File: src/rtl/pong_pkg.sv
// rtl/pong_pkg.sv - shared state encoding, default widths and helpers for the pong match controller
package pong_pkg;

    // Encoding of the game_state output.
    typedef enum logic [1:0] {
        ST_IDLE  = 2'b00,
        ST_SERVE = 2'b01,
        ST_PLAY  = 2'b10,
        ST_OVER  = 2'b11
    } state_t;

    localparam int DEFAULT_SCORE_W = 4;

    // Index width for n items; never narrower than one bit so a
    // single-bit select still exists for the smallest configurations.
    function automatic int clog2_min1(input int n);
        return (n <= 2) ? 1 : $clog2(n);
    endfunction

endpackage

File: src/rtl/pong_debounce.sv
// rtl/pong_debounce.sv - millisecond-sampled button debouncer with press pulse
//
// Ports:
//   clk      system clock
//   reset    synchronous active-low reset (debounced level -> released)
//   clk_1ms  one-clk tick per millisecond, the only time raw is sampled
//   raw      raw active-high button level, already in the clk domain
//   press    one-clk pulse on a rising edge of the debounced level
module pong_debounce #(
    parameter int DEBOUNCE_MS = 20
) (
    input  logic clk,
    input  logic reset,
    input  logic clk_1ms,
    input  logic raw,
    output logic press
);

    localparam int CW = $clog2(DEBOUNCE_MS + 1);

    logic          r_level;
    logic [CW-1:0] r_cnt;
    logic          r_press;

    // r_cnt counts consecutive ticks at which raw disagreed with the accepted
    // level; any agreeing tick restarts the run.
    always_ff @(posedge clk) begin
        if (!reset) begin
            r_level <= 1'b0;
            r_cnt   <= '0;
            r_press <= 1'b0;
        end else begin
            r_press <= 1'b0;
            if (clk_1ms) begin
                if (raw == r_level) begin
                    r_cnt <= '0;
                end else if (r_cnt == CW'(DEBOUNCE_MS - 1)) begin
                    r_level <= raw;
                    r_cnt   <= '0;
                    r_press <= raw;
                end else begin
                    r_cnt <= r_cnt + 1'b1;
                end
            end
        end
    end

    assign press = r_press;

endmodule

File: src/rtl/pong_match_ctrl.sv
// rtl/pong_match_ctrl.sv - N-player pong match flow: serve countdown, rally, pause, game over
//
// Ports:
//   clk, reset       system clock, synchronous active-low reset
//   clk_1ms          one-clk millisecond tick
//   start_btn        raw start button
//   pause_btn        raw pause button
//   point_pulse      bit i pulses when player i scores
//   scores           packed per-player scores, player 0 in the LSBs
//   game_state       00 IDLE, 01 SERVE, 10 PLAY, 11 OVER
//   paused           match frozen
//   serve_side       player receiving the next serve
//   winner           winning player, meaningful in OVER
//   ball_release     one-clk pulse when the serve countdown expires
//   serve_count      remaining serve countdown ticks
module pong_match_ctrl
    import pong_pkg::*;
#(
    parameter int NUM_PLAYERS = 2,
    parameter int SCORE_W     = DEFAULT_SCORE_W,
    parameter int WIN_SCORE   = 9,
    parameter int SERVE_MS    = 1000,
    parameter int DEBOUNCE_MS = 20
) (
    input  logic                                  clk,
    input  logic                                  reset,
    input  logic                                  clk_1ms,
    input  logic                                  start_btn,
    input  logic                                  pause_btn,
    input  logic [NUM_PLAYERS-1:0]                point_pulse,
    output logic [NUM_PLAYERS*SCORE_W-1:0]        scores,
    output logic [1:0]                            game_state,
    output logic                                  paused,
    output logic [clog2_min1(NUM_PLAYERS)-1:0]    serve_side,
    output logic [clog2_min1(NUM_PLAYERS)-1:0]    winner,
    output logic                                  ball_release,
    output logic [$clog2(SERVE_MS+1)-1:0]         serve_count
);

    localparam int PW = clog2_min1(NUM_PLAYERS);
    localparam int TW = $clog2(SERVE_MS + 1);

    state_t             r_state;
    logic [SCORE_W-1:0] r_score [NUM_PLAYERS];
    logic               r_paused;
    logic [PW-1:0]      r_side;
    logic [PW-1:0]      r_winner;
    logic               r_release;
    logic [TW-1:0]      r_count;

    logic               w_start_p;
    logic               w_pause_p;
    logic               w_pt_any;
    logic [PW-1:0]      w_pt_idx;
    logic [PW-1:0]      w_next_side;
    logic [SCORE_W-1:0] w_pt_score;

    pong_debounce #(.DEBOUNCE_MS(DEBOUNCE_MS)) u_start_db (
        .clk     (clk),
        .reset   (reset),
        .clk_1ms (clk_1ms),
        .raw     (start_btn),
        .press   (w_start_p)
    );

    pong_debounce #(.DEBOUNCE_MS(DEBOUNCE_MS)) u_pause_db (
        .clk     (clk),
        .reset   (reset),
        .clk_1ms (clk_1ms),
        .raw     (pause_btn),
        .press   (w_pause_p)
    );

    // Lowest-index scorer wins; scanning downward lets the lowest set bit
    // overwrite any higher one.
    always_comb begin
        w_pt_idx = '0;
        for (int i = NUM_PLAYERS - 1; i >= 0; i--) begin
            if (point_pulse[i]) w_pt_idx = PW'(i);
        end
    end

    assign w_pt_any    = |point_pulse;
    assign w_pt_score  = r_score[w_pt_idx] + 1'b1;
    assign w_next_side = (w_pt_idx == PW'(NUM_PLAYERS - 1)) ? '0 : w_pt_idx + 1'b1;

    always_ff @(posedge clk) begin
        if (!reset) begin
            r_state   <= ST_IDLE;
            for (int i = 0; i < NUM_PLAYERS; i++) r_score[i] <= '0;
            r_paused  <= 1'b0;
            r_side    <= '0;
            r_winner  <= '0;
            r_release <= 1'b0;
            r_count   <= '0;
        end else begin
            r_release <= 1'b0;
            case (r_state)
                ST_IDLE: begin
                    if (w_start_p) begin
                        r_state <= ST_SERVE;
                        for (int i = 0; i < NUM_PLAYERS; i++) r_score[i] <= '0;
                        r_side  <= '0;
                        r_count <= TW'(SERVE_MS);
                    end
                end
                ST_SERVE: begin
                    if (w_pause_p) begin
                        r_paused <= ~r_paused;
                    end else if (!r_paused && clk_1ms) begin
                        if (r_count == TW'(1)) begin
                            r_count   <= '0;
                            r_state   <= ST_PLAY;
                            r_release <= 1'b1;
                        end else begin
                            r_count <= r_count - 1'b1;
                        end
                    end
                end
                ST_PLAY: begin
                    // A point landing with a pause press is dropped.
                    if (w_pause_p) begin
                        r_paused <= ~r_paused;
                    end else if (!r_paused && w_pt_any) begin
                        r_score[w_pt_idx] <= w_pt_score;
                        r_paused          <= 1'b0;
                        if (w_pt_score == SCORE_W'(WIN_SCORE)) begin
                            r_state  <= ST_OVER;
                            r_winner <= w_pt_idx;
                        end else begin
                            r_state <= ST_SERVE;
                            r_side  <= w_next_side;
                            r_count <= TW'(SERVE_MS);
                        end
                    end
                end
                ST_OVER: begin
                    if (w_start_p) begin
                        r_state <= ST_SERVE;
                        for (int i = 0; i < NUM_PLAYERS; i++) r_score[i] <= '0;
                        r_side  <= r_winner;
                        r_count <= TW'(SERVE_MS);
                    end
                end
                default: r_state <= ST_IDLE;
            endcase
        end
    end

    for (genvar g = 0; g < NUM_PLAYERS; g++) begin : g_pack
        assign scores[g*SCORE_W +: SCORE_W] = r_score[g];
    end

    assign game_state   = r_state;
    assign paused       = r_paused;
    assign serve_side   = r_side;
    assign winner       = r_winner;
    assign ball_release = r_release;
    assign serve_count  = r_count;

endmodule

File: config.mk
export PLATFORM = sky130hd
export DESIGN_NAME = pong_match_ctrl
export DESIGN_NICKNAME = d
export VERILOG_FILES = /design/src/rtl/pong_pkg.sv /design/src/rtl/pong_debounce.sv /design/src/rtl/pong_match_ctrl.sv
export SDC_FILE = /design/constraint.sdc
export NUM_CORES = 1
export LEC_CHECK = 0
export CAP_MARGIN = 20
export CELL_PAD_IN_SITES_DETAIL_PLACEMENT = 0
export CELL_PAD_IN_SITES_GLOBAL_PLACEMENT = 2
export CORE_AREA = 2 2 60 119
export DETAILED_ROUTE_END_ITERATION = 12
export DIE_AREA = 0 0 62 121
export HOLD_SLACK_MARGIN = 0.15
export PLACE_DENSITY = 0.83
export SETUP_SLACK_MARGIN = 0.02
export SLEW_MARGIN = 10
export SYNTH_ARGS = -nofsm -noshare
export SYNTH_HDL_FRONTEND = slang
export SYNTH_SLANG_ARGS = --single-unit
File: constraint.sdc
create_clock -name clk -period 6.3 [get_ports clk]
set_input_delay 1.26 -clock clk [delete_from_list [all_inputs] [get_ports clk]]
set_output_delay 1.26 -clock clk [all_outputs]
set_load 0.02 [all_outputs]
Word level (Yosys, flattened, before mapping)
Memory sizes are Yosys's and may differ from the RTL's.
Index checks and enable logic that the tools add are counted.

word-level totals
  register bits = 30
  logic and storage cells = 125
  bits of input ports = 7
  memories kept = 1
  bits in writable memories = 8

memories
  memory   depth  width  read ports  clocked after memory_dff  wr ports  line                   source
  r_score  2      4      3           0                         2         pong_match_ctrl.sv:44  logic [SCORE_W-1:0] r_score [NUM_PLAYERS];

cells by class
  reduce and logical (&&, ||, !) cells = 19
  eq/ne operators = 20
  bitwise logic cells = 14
  multiplexer cells = 54
  add/sub/neg operators = 5

operator list
  operator                 count
  $mux W10                 7
  $pmux W10 S3             1
  $mux W1                  27
  $mux W4                  5
  $mux W5                  4
  $reduce_and A6 Y1        3
  $reduce_or A4 Y1         4
  $mux W2                  7
  $ne A2 B2 Y1 const B     6
  $add A5 B1 Y5 const B    2
  $eq A10 B1 Y1 const B    1
  $eq A5 B5 Y1 const B     2
  $not A1 Y1               10
  $sub A10 B1 Y10 const B  1
  $reduce_and A3 Y1        3
  $ne A2 B1 Y1 const B     4
  $pmux W2 S3              1
  $add A4 B1 Y4 const B    1
  $eq A2 B2 Y1 const B     2
  $eq A4 B4 Y1 const B     1
  $or A1 B1 Y1             4
  $reduce_and A4 Y1        1
  $reduce_or A2 Y1         2
  $ne A3 B2 Y1 const B     1
  other kinds (10)         12

Longest topological paths before layout
  depth in word-level cells = 9
  gate-level depth with buffers = 10

Hierarchy
From an unflattened synthesis, not the netlist that was laid out.

second synthesis, totals
  cell total of the unflattened synthesis = 240
  area, all modules = 2280.9 um^2

by module, submodules not included
  module           seq. area each (um^2)  instances  cells each  area each (um^2)
  pong_match_ctrl  560.5                  1          156         1490.2
  pong_debounce    140.1                  2          42          395.4

Least setup slack after synthesis
Ideal clock, no wire load.

  path type = input-to-reg
  start point = input port point_pulse[0]
  end point = register r_count[6] (netlist: serve_count[6])
  stages = 10
  library setup time = 0.134 ns
  arrival = 2.838 ns
  setup slack = 3.327 ns
  path through = nand2b_1 -> nand2_1 -> nand2_1 -> ha_1 -> nand2b_1 -> a21oi_1 -> nor3_1 -> buf_2 -> o311ai_0 -> o31ai_1

between the ends
  longest elaborated chain between the ends = 6
  elaborated cells between the ends (all ways) = 9
  those cells by class = add/sub (1); eq/ne (3); mux (1); reduce/logical (3); memory (1)

ends and longest elaborated chain
  item                                  line                    source
  from (decl)                           pong_match_ctrl.sv:30   input logic [NUM_PLAYERS-1:0] point_pulse,
  $mux W1                               pong_match_ctrl.sv:79   if (point_pulse[i]) w_pt_idx = PW'(i);
  $mem_v2 Z2 W4                         --
  $add A4 B1 Y4                         pong_match_ctrl.sv:84   assign w_pt_score = r_score[w_pt_idx] + 1'b1;
  $eq A4 B4 Y1                          pong_match_ctrl.sv:127  if (w_pt_score == SCORE_W'(WIN_SCORE)) begin
  $ne A2 B2 Y1 (no source line)         --
  $reduce_and A6 Y1 (no source line) *  --
  to (signal assigned)                  pong_match_ctrl.sv:104  r_count <= TW'(SERVE_MS);
  to (signal assigned)                  pong_match_ctrl.sv:133  r_count <= TW'(SERVE_MS);
  to (signal assigned)                  pong_match_ctrl.sv:142  r_count <= TW'(SERVE_MS);
  to (decl)                             pong_match_ctrl.sv:49   logic [TW-1:0] r_count;

Every way passes the cells marked *; elsewhere a longest branch is shown, timed or not.
A chain may end at the register's enable or synchronous reset.

Final worst setup path
  start point = input port point_pulse[0]
  end point = register r_count[1] (netlist: serve_count[1])

Same word-level chain as after synthesis.

==> impl_metrics.csv <==
group,metric,value,unit
pwr,power,1060,µW
timing,rsz0062_at_grt,"no",
detailed_routing,drt_wl_total,5480,µm
clock_tree,clock_tree.root_cell,"clkbuf_16",
critical_path,worst_setup_path_end_kind,"register",
run,max_cap_viol_count,0,
timing,min_period_over_period,0.560,
critical_path,crit_slowest_cell,"or4_1",
timing,drv_slew,0,
die,die_area,7500,µm²
critical_path,arrival,3730,ps
placed_design,io_buffers,30,
global_routing,grt_overflow_total,0,
clock_tree,clk_latency,280,ps
layout,fillers,672,
logic_synthesis,ys_seq_area_frac,0.394,
clock_tree,post_cts_buffers,0,
critical_path,cp-startpoint,"point_pulse[0]",
logic_synthesis,yosys_warnings,0,
global_routing,grt_max_degree,25,
detailed_routing,drc,0,
die,coreArea,6570,µm²
timing,setup_viol,0,
layout,fin_nets,298,
die,die_w,62,µm
critical_path,path_cells,"clkdlybuf4s50_1 > nand2b_1 > nand2_1 > nand2_1 > ha_1 > nand2b_1 > a21oi_1 > nor3_1 > buf_4 > or4_1 > a21oi_1",
critical_path,max_stage_delay,510,ps
pwr,power_density,395,nW/µm²
logic_synthesis,synth-seq-cells,38,
pwr,peakVddDrop,186,µV
critical_path,r2r_start,"game_state[1]",
layout,seq_area,841,µm²
clock_tree,path_clk_slew,60,ps
detailed_routing,antenna_left,0,
pwr,p_leak,0.000979,µW
critical_path,cp-start-kind,"input port",
status,outcome,"complete, no violations",
logic_synthesis,syn-mean-instance-area,8.51,µm²
clock_tree,cts_tree,"yes",
critical_path,cp_max_fo,14,
logic_synthesis,synth_cells,251,
detailed_routing,drtIter0Drc,101,
timing,max_freq,284,MHz
logic_synthesis,synthFlopType,"dfxtp_1",
timing,fin_tns_setup,0,ps
clock_tree,hold_buffers,0,
logic_synthesis,yosysTopAreaCell,"dfxtp_1",
global_routing,grt_pass1_wl,9160,µm
timing,finalHoldViolations,0,
layout,n_antenna_cell,0,
critical_path,crit_path_end,"serve_count[1]",
global_routing,first_global_vias,1959,
die,io_pins,31,
layout,multiInputGateArea,1200,µm²
critical_path,crit_required,6500,ps
layout,most-common-layout-cells,"44 x nor2_1, 30 x dfxtp_1, 30 x clkdlybuf4s50_1",
logic_synthesis,synth.cell_area,2140,µm²
timing,fin_skew,4.11,ps
critical_path,crit_cells,11,
critical_path,reg2reg_depth,7,
logic_synthesis,syn-num-nets,268,
detailed_routing,avgViaCountPerCell,5.23,
critical_path,r2r_end,"serve_count[1]",
critical_path,crit_buf_inv,2,
logic_synthesis,ys_top_cells_by_area,"dfxtp_1 28%, edfxtp_1 11%, nor2_1 7.7%, ha_1 5.9%, a21oi_1 4.2%",
global_routing,track_usage,0.161,
clock_tree,cts.sinks,38,
die,die_h,121,µm
layout,syn2layout_area_growth,25.5,%
logic_synthesis,synth_edf_count,8,
critical_path,ff2ff_setup_slack,4030,ps
worst_hold_path,hp-class,"reg2reg",
layout,post_route_cells_drive_above_1_share,0.0532,
clock_tree,clockBufferDepth,2,
detailed_routing,dr.pass1.iters,4,
die,start_util,0.325,
die,num_rows,42,
critical_path,path_class,"in2reg",
layout,design_area,2680,µm²
clock_tree,htree_levels,2,
logic_synthesis,synth_cell_types,53,
layout,layout_commonest_cell,"nor2_1",
timing,maxSlewHeadroom,0.437,
clock_tree,cts-resized-gates,0,
timing,fin_crit,3530,ps
timing,tightest_slew,843,ps
global_routing,antenna_found_initial,0,
placed_design,place_area,2510,µm²
critical_path,crit_family,"simple AND/OR/NAND/NOR gates",
placed_design,dp.final_hpwl,4120,µm
placed_design,gp_congestion,0.893,
detailed_routing,num_vias,1936,
clock_tree,cts_buffers,5,
detailed_routing,wl_per_cell,14.8,µm
logic_synthesis,synthArstFlopShare,0,
logic_synthesis,synth_top_area_share,0.281,
==> cell families (layout without fill, tap and decap cells) <==
| kind of cell | Yosys count | after routing | share of synthesized area |
|---|---|---|---|
| compound gates | 58 | 58 | 0.180 |
| xor+xnor | 5 | 5 | 0.0205 |
| fa+ha+maj | 10 | 10 | 0.0586 |
| buf+inv | 20 | 51 | 0.0428 |
| flops | 38 | 38 | 0.394 |
| mux | 2 | 2 | 0.00937 |
| simple gates | 118 | 118 | 0.295 |
==> worst reg2reg max path: cells and delay by family (launching register included) <==
kind	cells	cell delay, ps
AOI/OAI and AO/OA	2	320
adders and majority gates	1	320
and+or+nand+nor	2	790
DFF	1	400
buffers and inverters	2	360
==> Yosys cell counts, drive strengths merged (2+ instances only) <==
cell / count
nor4: 3
nor3b: 5
nand4b: 2
buf: 2
nor4bb: 3
clkbuf: 6
nand2: 19
nand4: 4
dfxtp: 30
o21ai: 15
a311oi: 2
nor2: 44
nand2b: 7
o311ai: 4
or2: 2
a22oi: 2
edfxtp: 8
or4: 3
ha: 10
xor2: 4
o41ai: 2
mux2i: 2
a21oi: 18
nor3: 2
and3: 4
o31ai: 6
or3: 4
and2: 2
nand3: 8
inv: 12
==> per-stage QoR <==
stage               hold WS, ps  utilization  worst slack, ps  std cells
finish                      468        0.408             2770        370
global route                497        0.408             2530        370
CTS                         472        0.408             2780        370
detailed placement          461        0.382             2490        362
global placement            464        0.382             2590        362
floorplan                   441            -             3330        251
==> registers in the layout (all words and copies together) (netlist names) <==
name / count
ball_release: 1
game_state: 2
paused: 1
r_score: 8
serve_count: 10
serve_side: 1
u_pause_db.press: 1
u_pause_db.r_cnt: 5
u_pause_db.r_level: 1
u_start_db.press: 1
u_start_db.r_cnt: 5
u_start_db.r_level: 1
winner: 1
==> layout make-up <==
cell class / count / area share
Multi-Input combinational cell: 193 / 0.449
Timing Repair Buffer: 31 / 0.115
Clock inverter: 1 / 0.0112
Tap cell: 88 / 0.0411
Sequential cell: 38 / 0.314
Inverter: 12 / 0.0168
Clock buffer: 7 / 0.0532
==> metal layers <==
metal / global-route usage / part of all wire / vias up
met3: 0.0277 / 0.031 / 11
met2: 0.284 / 0.55 / 38
li1: - / - / 971
met5: 0 / 0 / -
met4: 0.0758 / 0.027 / 0
met1: 0.175 / 0.39 / 916
==> where the power goes <==
| group | switching [µW] | internal [µW] | total (µW) |
|---|---|---|---|
| combinational | 264 | 175 | 439 |
| clock | 96.9 | 198 | 295 |
| sequential | 43.5 | 282 | 326 |
| total | 404 | 656 | 1060 |
==> how the worst min path moves through the flow <==
stage                  startpoint               end  slack [ps]  cells past startpoint
3_5_place_dp   u_pause_db.r_level  u_pause_db.press         460                      1
3_3_place_gp   u_pause_db.r_level  u_pause_db.press         460                      1
2_1_floorplan  u_pause_db.r_level  u_pause_db.press         440                      1
6_report       u_pause_db.r_level  u_pause_db.press         470                      1
4_1_cts        u_start_db.r_level  u_start_db.press         470                      1
5_1_grt        u_start_db.r_level  u_start_db.press         500                      1
Power figures use the tool's default switching activity.
